--- src/rtl/fetch_if.sv ---
// Instruction-memory read bus between fetch and memory.
// Signals: req/addr from fetch, ack/data from memory; master=fetch.
interface fetch_if;
  logic        mem_req;
  logic [31:0] mem_addr;
  logic        mem_ack;
  logic [31:0] mem_data;

  modport master (
    output mem_req,
    output mem_addr,
    input  mem_ack,
    input  mem_data
  );

  modport slave (
    input  mem_req,
    input  mem_addr,
    output mem_ack,
    output mem_data
  );
endinterface

--- src/rtl/fetch.sv ---
// Multicycle fetch front end: one mem read per instr, waits for next PC.
// Ports: clk, reset (sync, active-low), fetch_en_i, pc_wd_i/pc_valid_i
// from writeback, mem (fetch_if.master: req/addr/ack/data),
// ir_o/pc_o/ir_valid_o/ir_ready_i to decode, fault_o/fault_cause_o,
// fetch_count_o. Optional macro FETCH_TIMEOUT_EN enables REQ timeout.
module fetch #(
  parameter logic [31:0] RESET_PC       = 32'h0000_0000,
  parameter int unsigned TIMEOUT_CYCLES = 16
) (
  input  logic        clk,
  input  logic        reset,
  input  logic        fetch_en_i,
  input  logic [31:0] pc_wd_i,
  input  logic        pc_valid_i,
  fetch_if.master     mem,
  output logic [31:0] ir_o,
  output logic [31:0] pc_o,
  output logic        ir_valid_o,
  input  logic        ir_ready_i,
  output logic        fault_o,
  output logic [1:0]  fault_cause_o,
  output logic [31:0] fetch_count_o
);

  typedef enum logic [2:0] {
    IDLE,
    REQ,
    HOLD,
    WAITPC,
    FAULT
  } state_e;

  localparam logic [1:0] CAUSE_MIS = 2'b01;
`ifdef FETCH_TIMEOUT_EN
  localparam logic [1:0] CAUSE_TMO = 2'b10;
  localparam int TW = $clog2(TIMEOUT_CYCLES + 1);
  localparam logic [TW-1:0] TMO_LAST = TW'(TIMEOUT_CYCLES - 1);
`endif

  state_e      state_q, state_d;
  logic [31:0] pc_q, pc_d;
  logic [31:0] ir_q, ir_d;
  logic        valid_q, valid_d;
  logic        req_q, req_d;
  logic [31:0] addr_q, addr_d;
  logic        fault_q, fault_d;
  logic [1:0]  cause_q, cause_d;
  logic [31:0] cnt_q, cnt_d;
`ifdef FETCH_TIMEOUT_EN
  logic [TW-1:0] tmo_q, tmo_d;
`endif

  always_ff @(posedge clk) begin
    if (!reset) begin
      state_q <= IDLE;
      pc_q    <= RESET_PC;
      ir_q    <= '0;
      valid_q <= 1'b0;
      req_q   <= 1'b0;
      addr_q  <= '0;
      fault_q <= 1'b0;
      cause_q <= 2'b00;
      cnt_q   <= '0;
`ifdef FETCH_TIMEOUT_EN
      tmo_q   <= '0;
`endif
    end else begin
      state_q <= state_d;
      pc_q    <= pc_d;
      ir_q    <= ir_d;
      valid_q <= valid_d;
      req_q   <= req_d;
      addr_q  <= addr_d;
      fault_q <= fault_d;
      cause_q <= cause_d;
      cnt_q   <= cnt_d;
`ifdef FETCH_TIMEOUT_EN
      tmo_q   <= tmo_d;
`endif
    end
  end

  always_comb begin
    state_d = state_q;
    pc_d    = pc_q;
    ir_d    = ir_q;
    valid_d = valid_q;
    req_d   = req_q;
    addr_d  = addr_q;
    fault_d = fault_q;
    cause_d = cause_q;
    cnt_d   = cnt_q;
`ifdef FETCH_TIMEOUT_EN
    tmo_d   = tmo_q;
`endif
    unique case (state_q)
      IDLE: begin
        if (fetch_en_i) begin
          if (RESET_PC[1:0] != 2'b00) begin
            fault_d = 1'b1;
            cause_d = CAUSE_MIS;
            state_d = FAULT;
          end else begin
            req_d   = 1'b1;
            addr_d  = pc_q;
            state_d = REQ;
`ifdef FETCH_TIMEOUT_EN
            tmo_d   = '0;
`endif
          end
        end
      end
      REQ: begin
        if (mem.mem_ack) begin
          ir_d    = mem.mem_data;
          valid_d = 1'b1;
          req_d   = 1'b0;
          cnt_d   = cnt_q + 32'd1;
          state_d = HOLD;
        end
`ifdef FETCH_TIMEOUT_EN
        // Ack on the limit cycle wins over the timeout.
        else if (tmo_q == TMO_LAST) begin
          req_d   = 1'b0;
          fault_d = 1'b1;
          cause_d = CAUSE_TMO;
          state_d = FAULT;
        end else begin
          tmo_d = tmo_q + TW'(1);
        end
`endif
      end
      HOLD: begin
        // pc_valid_i here is dropped; writeback must re-strobe.
        if (ir_ready_i) begin
          valid_d = 1'b0;
          state_d = WAITPC;
        end
      end
      WAITPC: begin
        if (pc_valid_i) begin
          pc_d = pc_wd_i;
          if (pc_wd_i[1:0] == 2'b00) begin
            req_d   = 1'b1;
            addr_d  = pc_wd_i;
            state_d = REQ;
`ifdef FETCH_TIMEOUT_EN
            tmo_d   = '0;
`endif
          end else begin
            fault_d = 1'b1;
            cause_d = CAUSE_MIS;
            state_d = FAULT;
          end
        end
      end
      FAULT: begin
        req_d   = 1'b0;
        valid_d = 1'b0;
      end
      default: state_d = IDLE;
    endcase
  end

  assign mem.mem_req   = req_q;
  assign mem.mem_addr  = addr_q;
  assign ir_o          = ir_q;
  assign pc_o          = pc_q;
  assign ir_valid_o    = valid_q;
  assign fault_o       = fault_q;
  assign fault_cause_o = cause_q;
  assign fetch_count_o = cnt_q;

endmodule

--- src/flat_wrapper.sv ---
// flat-port wrapper written by rule: the top's interface ports become plain ports
module fetch_flat 
#(
  parameter logic [31:0] RESET_PC       = 32'h0000_0000,
  parameter int unsigned TIMEOUT_CYCLES = 16
)
  (clk, reset, fetch_en_i, pc_wd_i, pc_valid_i, ir_o, pc_o, ir_valid_o, ir_ready_i, fault_o, fault_cause_o, fetch_count_o, mem_mem_req, mem_mem_addr, mem_mem_ack, mem_mem_data);
  fetch_if mem_i ();
  input  logic clk;
  input  logic reset;
  input  logic fetch_en_i;
  input  logic [31:0] pc_wd_i;
  input  logic pc_valid_i;
  output logic [31:0] ir_o;
  output logic [31:0] pc_o;
  output logic ir_valid_o;
  input  logic ir_ready_i;
  output logic fault_o;
  output logic [1:0] fault_cause_o;
  output logic [31:0] fetch_count_o;
  output wire logic [$bits(mem_i.mem_req)-1:0] mem_mem_req;
  output wire logic [$bits(mem_i.mem_addr)-1:0] mem_mem_addr;
  input wire logic [$bits(mem_i.mem_ack)-1:0] mem_mem_ack;
  input wire logic [$bits(mem_i.mem_data)-1:0] mem_mem_data;
  assign mem_mem_req = mem_i.mem_req;
  assign mem_mem_addr = mem_i.mem_addr;
  assign mem_i.mem_ack = mem_mem_ack;
  assign mem_i.mem_data = mem_mem_data;
  fetch #(.RESET_PC(RESET_PC), .TIMEOUT_CYCLES(TIMEOUT_CYCLES)) u_core (.clk(clk), .reset(reset), .fetch_en_i(fetch_en_i), .pc_wd_i(pc_wd_i), .pc_valid_i(pc_valid_i), .mem(mem_i), .ir_o(ir_o), .pc_o(pc_o), .ir_valid_o(ir_valid_o), .ir_ready_i(ir_ready_i), .fault_o(fault_o), .fault_cause_o(fault_cause_o), .fetch_count_o(fetch_count_o));
endmodule
--- config.mk ---
export PLATFORM = sky130hd
export DESIGN_NAME = fetch_flat
export DESIGN_NICKNAME = d
export VERILOG_FILES = /design/src/rtl/fetch_if.sv /design/src/rtl/fetch.sv /design/src/flat_wrapper.sv
export SDC_FILE = /design/constraint.sdc
export NUM_CORES = 1
export LEC_CHECK = 0
export ABC_AREA = 1
export CAP_MARGIN = 20
export CORE_MARGIN = 10
export CORE_UTILIZATION = 40
export DETAILED_ROUTE_END_ITERATION = 8
export GPL_ROUTABILITY_DRIVEN = 0
export PLACE_DENSITY = 0.79
export RECOVER_POWER = 100
export SLEW_MARGIN = 40
export SYNTH_ARGS = -nofsm -noshare
export SYNTH_HDL_FRONTEND = slang
export SYNTH_SLANG_ARGS = --single-unit
--- constraint.sdc ---
create_clock -name clk -period 1.7 [get_ports clk]
set_input_delay 0.17 -clock clk [delete_from_list [all_inputs] [get_ports clk]]
set_output_delay 0.17 -clock clk [all_outputs]
set_load 0.05 [all_outputs]
==> results.cfg, run 1 <==
[setup_path]
crit_top_cell = nand2_1
reg2reg_to = u_core.mem.mem_addr[0]
slowest_stage = dfxtp_2
timing.rr.start = u_core.state_q[0]
rrSetupSlack_ps = 100
required_ps = 2050
slowest_delay_ps = 360
r2r_cells = 8
worst-path-max-fanout = 10
worst_setup_path_end_kind = register
critPathKind = reg2reg
cp_cell_sequence = nor2_1 > nand2_1 > nand2_1 > nand2_1 > nor2_4 > buf_4 > o21ai_0 > nor2_1
critical_path_arrival_ps = 1960
start_kind = register

[logic_synthesis]
synth_warnings = 0
synthCells = 866
synth.distinct_cells = 32
synth_seq_cells = 134
syn_nets = 937
seq_area_frac_synth_pct = 46.2
synth_area_per_cell_sq_um = 6.71
netlist_area_sq_mm = 0.00581

[worst_hold_path]
whs_endpoint = u_core.fetch_count_o[26]
hold_class = in2reg
hp-start = reset
whs_path_depth = 4

[power_and_ir_drop]
power-per-cell-area_mw_per_mm2 = 1660
p_leak_nw = 3.40
seqPwrFrac_pct = 31.6
switchingPower_w = 0.00592
intPower_w = 0.00742
pwr-share-comb_pct = 42.4
pwr-share-clk_pct = 26.0
switching_share_pct = 44.4
ir_drop_v = 0.000842

[clock_network]
clockBufferDepth = 2
cts_made_buffers = 17
cts_root_buf = clkbuf_16
cts_sinks = 134
cts_tree = yes
clk_pin_slew_ps = 60
cts_max_level = 4
clkLatencyLatePin_ps = 410

[die]
die-area_sq_mm = 0.0198
std_cell_rows = 43
die_x_um = 141
core_area_sq_mm = 0.0140
die_height_um = 141
initial_utilization_pct = 41.4
io_pins = 203

[global_route]
grt_max_degree = 39
grt_pass1_wl_mm = 30.7
antenna_found_initial = 0
grt_usage_pct = 18.8
grt_pass1_vias = 5992
grt_overflow = 0

[layout]
layout_commonest_cell = nand2_1
drive_above_1_share_pct = 8.38
final_cell_mix = nand2_1 (245), nor2_1 (192), dfxtp_1 (129), clkbuf_1 (92), clkdlybuf4s50_1 (68)
area_growth_pct = 38.7
final_core_util_pct = 57.4
nNetsFinal = 1147
diodes = 0

[drt]
drtAntennaViolNets = 0
viasPerCell = 4.96
drcViolationCount = 0
wl_per_cell_um = 15.3
drt_pass1_iterations = 5
drt_iter0_drc = 349
vias = 6277
routed_wirelength_mm = 19.4

[sta]
finalCriticalPeriod_ps = 1600
final_max_slew_viol_count = 0
final-hold-violation-count = 0
max_freq_mhz = 623
whs_ps = 271
clock_skew_ps = 5.04
period_share_pct = 94.4
setup_viol = 0
tightest_slew_ps = 714
slew-limit-headroom_pct = 52.6

[job]
cap_viol_max_count = 0

[place]
dp_hpwl_mm = 14.1
portBuffers = 201

[outcome]
outcome = complete, no violations
-- routing by layer --
| layer | wire length (um) | part of all wire, % | global-route usage [%] | up-vias |
|---|---|---|---|---|
| met5 | 0 | 0 | 0 | - |
| li1 | - | - | - | 3157 |
| met3 | 1940 | 10 | 7.91 | 22 |
| met4 | 278 | 1.4 | 5.82 | 0 |
| met2 | 8750 | 45 | 29.3 | 234 |
| met1 | 8390 | 43 | 23.0 | 2864 |
-- per-stage QoR --
step	std cells	worst slack, ps	area [sq um]	TNS [ps]	power, W
floorplan	866	3.03	5810	0	0.00831
global placement	1234	-64.7	7880	-1690	0.0103
detailed placement	1234	-132	7880	-3270	0.0104
CTS	1263	1.73	8390	0	0.0138
global route	1266	-4.76	8060	-4.76	0.0141
finish	1266	96.0	8060	0	0.0133
-- worst max path at each step --
stage / startpoint / slack (ps) / to / cells after the start
floorplan: u_core.fetch_count_o[10] / 3 / u_core.fetch_count_o[29] / 7
global placement: pc_wd_i[0] / -60 / u_core.mem.mem_addr[4] / 8
detailed placement: pc_wd_i[0] / -130 / u_core.mem.mem_addr[2] / 8
CTS: u_core.state_q[2] / 2 / u_core.mem.mem_addr[10] / 9
global route: u_core.state_q[2] / -5 / u_core.mem.mem_addr[7] / 9
finish: u_core.state_q[0] / 100 / u_core.mem.mem_addr[0] / 8
-- what timing repair did --
item	in CTS	in global routing
resized for setup	37	8
setup buffers	0	2
pin swaps	0	1
gates cloned	0	1
endpoints found under the setup margin	67	45
hold buffers	0	0
-- worst max-delay path: cells and delay by family, from the launching register on --
kind                   cells  cell delay, ps
buffers and inverters      1             250
AO/OA/AOI/OAI              1             100
flip-flops                 1             360
AND/OR/NAND/NOR            6             830
-- flip-flops by register name (all words and copies together) (netlist names) --
register              cells
u_core.ir_o              32
u_core.pc_o              32
u_core.mem.mem_addr      32
u_core.fetch_count_o     32
u_core.mem.mem_req        1
u_core.ir_valid_o         1
u_core.state_q            3
u_core.fault_o            1
-- power by group through the flow --
stage	Clock (W)	Sequential, W	Combinational, W
global route	0.00365	0.00429	0.00615
detailed placement	0	0.00427	0.00614
CTS	0.00355	0.00422	0.00605
global placement	0	0.00426	0.00607
finish	0.00347	0.00421	0.00565
floorplan	0	0.00647	0.00184
-- synth_stat cells (all sizes together) --
cell	instances	share of area, %
a211oi	1	0.13
a21oi	50	4.3
buf	19	1.8
clkbuf	23	1.5
clkinv	2	0.13
conb	1	0.065
dfxtp	134	46
ha	1	0.22
inv	51	3.3
nand2	246	16
nand3	27	2.8
nand3b	2	0.26
nand4	12	1.3
nor2	202	14
nor2b	1	0.11
nor3	5	0.52
nor3b	2	0.26
o21ai	82	7.1
o21bai	1	0.13
o22ai	1	0.11
or2	1	0.11
xor2	2	0.30
-- layout make-up --
| type | count | area [sq um] |
|---|---|---|
| Inverter | 53 | 206 |
| Fill cell | 1411 | 5980 |
| Clock inverter | 5 | 75.1 |
| Clock buffer | 24 | 472 |
| Sequential cell | 134 | 2690 |
| Timing Repair Buffer | 233 | 1640 |
| Tap cell | 180 | 225 |
| Multi-Input combinational cell | 637 | 2750 |
-- cells by family (layout without fill, tap and decap cells) --
logic type / after synthesis / after routing / synth area share (%)
simple gates: 498 / 498 / 34.8
compound gates: 135 / 135 / 11.7
flops: 134 / 134 / 46.2
buf+inv: 95 / 315 / 6.74
xor+xnor: 2 / 2 / 0.301
fa+ha+maj: 1 / 1 / 0.215
other cells: 1 / 1 / 0.0645
Power figures use the tool's default switching activity.
==> run 2, diff against run 1 <==
--- a/config.mk
+++ b/config.mk
@@ -8,10 +8,10 @@
 export ABC_AREA = 1
 export CAP_MARGIN = 20
 export CORE_MARGIN = 10
-export CORE_UTILIZATION = 40
+export CORE_UTILIZATION = 45
 export DETAILED_ROUTE_END_ITERATION = 8
 export GPL_ROUTABILITY_DRIVEN = 0
-export PLACE_DENSITY = 0.79
+export PLACE_DENSITY = 0.87
 export RECOVER_POWER = 100
 export SLEW_MARGIN = 40
 export SYNTH_ARGS = -nofsm -noshare
==> constraint.sdc (replaced) <==
create_clock -name clk -period 1.6 [get_ports clk]
set_input_delay 0.16 -clock clk [delete_from_list [all_inputs] [get_ports clk]]
set_output_delay 0.16 -clock clk [all_outputs]
set_load 0.05 [all_outputs]
==> run 2 against run 1 <==
Compared with the run above: die area shrank 9.6%; critical endpoint is now u_core.fetch_count_o[22]; highest routed layer unchanged; register-to-register slack gained 20 ps; final cell count grew 0.39%; clock power grew 5%; sequential cell count is the same; final area is essentially flat; sequential power grew 7.4%; largest power group unchanged.
==> results.cfg, run 2 (synthesis gave the netlist of run 1 again) <==
[clock_network]
cts_sinks = 134
clk_pin_slew_ps = 60
cts-hold-fix-buffers = 0
cts_made_buffers = 17
cts_max_level = 4
clockBufferDepth = 2
clkLatencyLatePin_ps = 420
cts_setup_buffers = 0
cts_tree = yes
cts_root_buf = clkbuf_16

[layout]
drive_above_1_share_pct = 16.3
final_cell_mix = nand2_1 (246), nor2_1 (189), dfxtp_1 (122), clkbuf_2 (74), clkdlybuf4s50_1 (68)
layout_commonest_cell = nand2_1
area_growth_pct = 38.8
final-seq-area_sq_mm = 0.00271
final_core_util_pct = 63.9
diodes = 0
multi_input_area_sq_mm = 0.00277
num-fill-cells = 1201
nNetsFinal = 1158

[global_route]
antenna_found_initial = 0
grt_pass1_wl_mm = 31.6
grt_max_degree = 48
grt_usage_pct = 21.6
grt_overflow = 0
grt_pass1_vias = 6207

[setup_path]
worst-path-max-fanout = 5
critPathKind = reg2reg
timing.rr.start = u_core.fetch_count_o[1]
slowest_stage = dfxtp_2
start_kind = register
slowest_delay_ps = 380
crit_start = u_core.fetch_count_o[1]
worst_setup_path_end_kind = register
cp_cell_sequence = ha_4 > nand3_1 > nor2_2 > buf_4 > nand3_1 > nor3_1 > nand2_1 > nand2_1 > nor2_1
critical_path_arrival_ps = 1810
required_ps = 1920

[die]
initial_utilization_pct = 46.1
die_height_um = 134
io_pins = 203
core_area_sq_mm = 0.0126
std_cell_rows = 41
die-area_sq_mm = 0.0179
die_x_um = 134

[sta]
clock_skew_ps = 14.6
setup_viol = 0
final_max_slew_viol_count = 0
finalCriticalPeriod_ps = 1490
final-hold-violation-count = 0
max_freq_mhz = 672
period_share_pct = 93.0
slew-limit-headroom_pct = 55.0
rsz0062_at_grt = false
tightest_slew_ps = 678

[power_and_ir_drop]
power-per-cell-area_mw_per_mm2 = 1750
intPower_w = 0.00776
pwr-share-comb_pct = 42.2
switching_share_pct = 45.2
switchingPower_w = 0.00639
total_power_w = 0.0141
ir_drop_v = 0.00123
seqPwrFrac_pct = 32.0
p_leak_nw = 3.42
pwr-share-clk_pct = 25.8

[worst_hold_path]
hold_class = in2reg
hp-start = reset

[place]
dp_hpwl_mm = 14.5
portBuffers = 201

[drt]
viasPerCell = 5.05
drtAntennaViolNets = 0
vias = 6415
wl_per_cell_um = 15.5
drt_pass1_iterations = 7
drcViolationCount = 0
routed_wirelength_mm = 19.7
drt_iter0_drc = 574

[job]
cap_viol_max_count = 0

[outcome]
outcome = complete, no violations
==> run 2: cell count changes in the layout (fill, tap and decap cells not counted), moves of 3 or more <==
cell           before  now
clkbuf_4            0    3
clkbuf_1           92   62
dlygate4sd2_1      34    0
nor2_2              5   10
buf_4              26   32
dfxtp_4             0    3
clkbuf_2           13   74
dfxtp_1           129  122
dfxtp_2             5    9
nor2_1            192  189
clkinvlp_4          0    3
==> run 2: worst paths after layout <==
path | endpoint | slack, ps | cells after the start
setup / recovery | u_core.fetch_count_o[22] | 110 | 9
setup reg to reg | u_core.fetch_count_o[22] | 110 | 9
hold / removal | u_core.fetch_count_o[6] | 110 | 3
hold reg to reg | u_core.fetch_count_o[10] | 450 | 1
==> run 2: timing repair <==
item	in CTS	in global routing
gates resized for setup	0	25
setup endpoints to repair	0	84
endpoints found under the hold margin	0	0
==> run 2: worst max-delay path, delay by kind of cell, from the launching register on <==
kind / cells / cell delay, ps
simple gates: 7 / 730
flops: 1 / 380
fa+ha+maj: 1 / 160
buf+inv: 1 / 130
==> run 2: final cells by class <==
cell class / count / area share, %
timing repair buffer: 244 / 20.1
sequential: 134 / 33.5
clock buffer: 22 / 5.88
multi-input combinational: 637 / 34.3
inverter: 53 / 2.56
clock inverter: 9 / 0.962
tap: 172 / 2.67
==> run 2: routing by layer <==
layer	track usage (%)	vias up	wire length, um	share of wire (%)
met5	0	-	0	0
met4	8.22	0	427	2.2
met3	8.72	39	2030	10
met2	34.7	296	9000	46
met1	25.4	2890	8270	42
li1	-	3190	-	-
==> run 2: per-stage QoR <==
| stage | area, sq um | TNS [ps] | hold WS, ps | cells | worst slack, ps |
|---|---|---|---|---|---|
| 3_3_place_gp | 7900 | -3160 | 448 | 1240 | -92.0 |
| 5_1_grt | 8070 | 0 | 138 | 1271 | 4.78 |
| 2_1_floorplan | 5820 | 0 | 308 | 866 | 5.32 |
| 6_report | 8070 | 0 | 112 | 1271 | 112 |
| 3_5_place_dp | 7900 | -6040 | 452 | 1240 | -186 |
| 4_1_cts | 8450 | 0 | 109 | 1271 | 0.0722 |
==> run 2: power by group through the flow <==
| stage | clock, W | combinational, W | sequential, W |
|---|---|---|---|
| floorplan | 0 | 0.00195 | 0.00688 |
| global placement | 0 | 0.00637 | 0.00456 |
| detailed placement | 0 | 0.00650 | 0.00456 |
| CTS | 0.00371 | 0.00653 | 0.00451 |
| global route | 0.00385 | 0.00645 | 0.00460 |
| finish | 0.00365 | 0.00598 | 0.00452 |
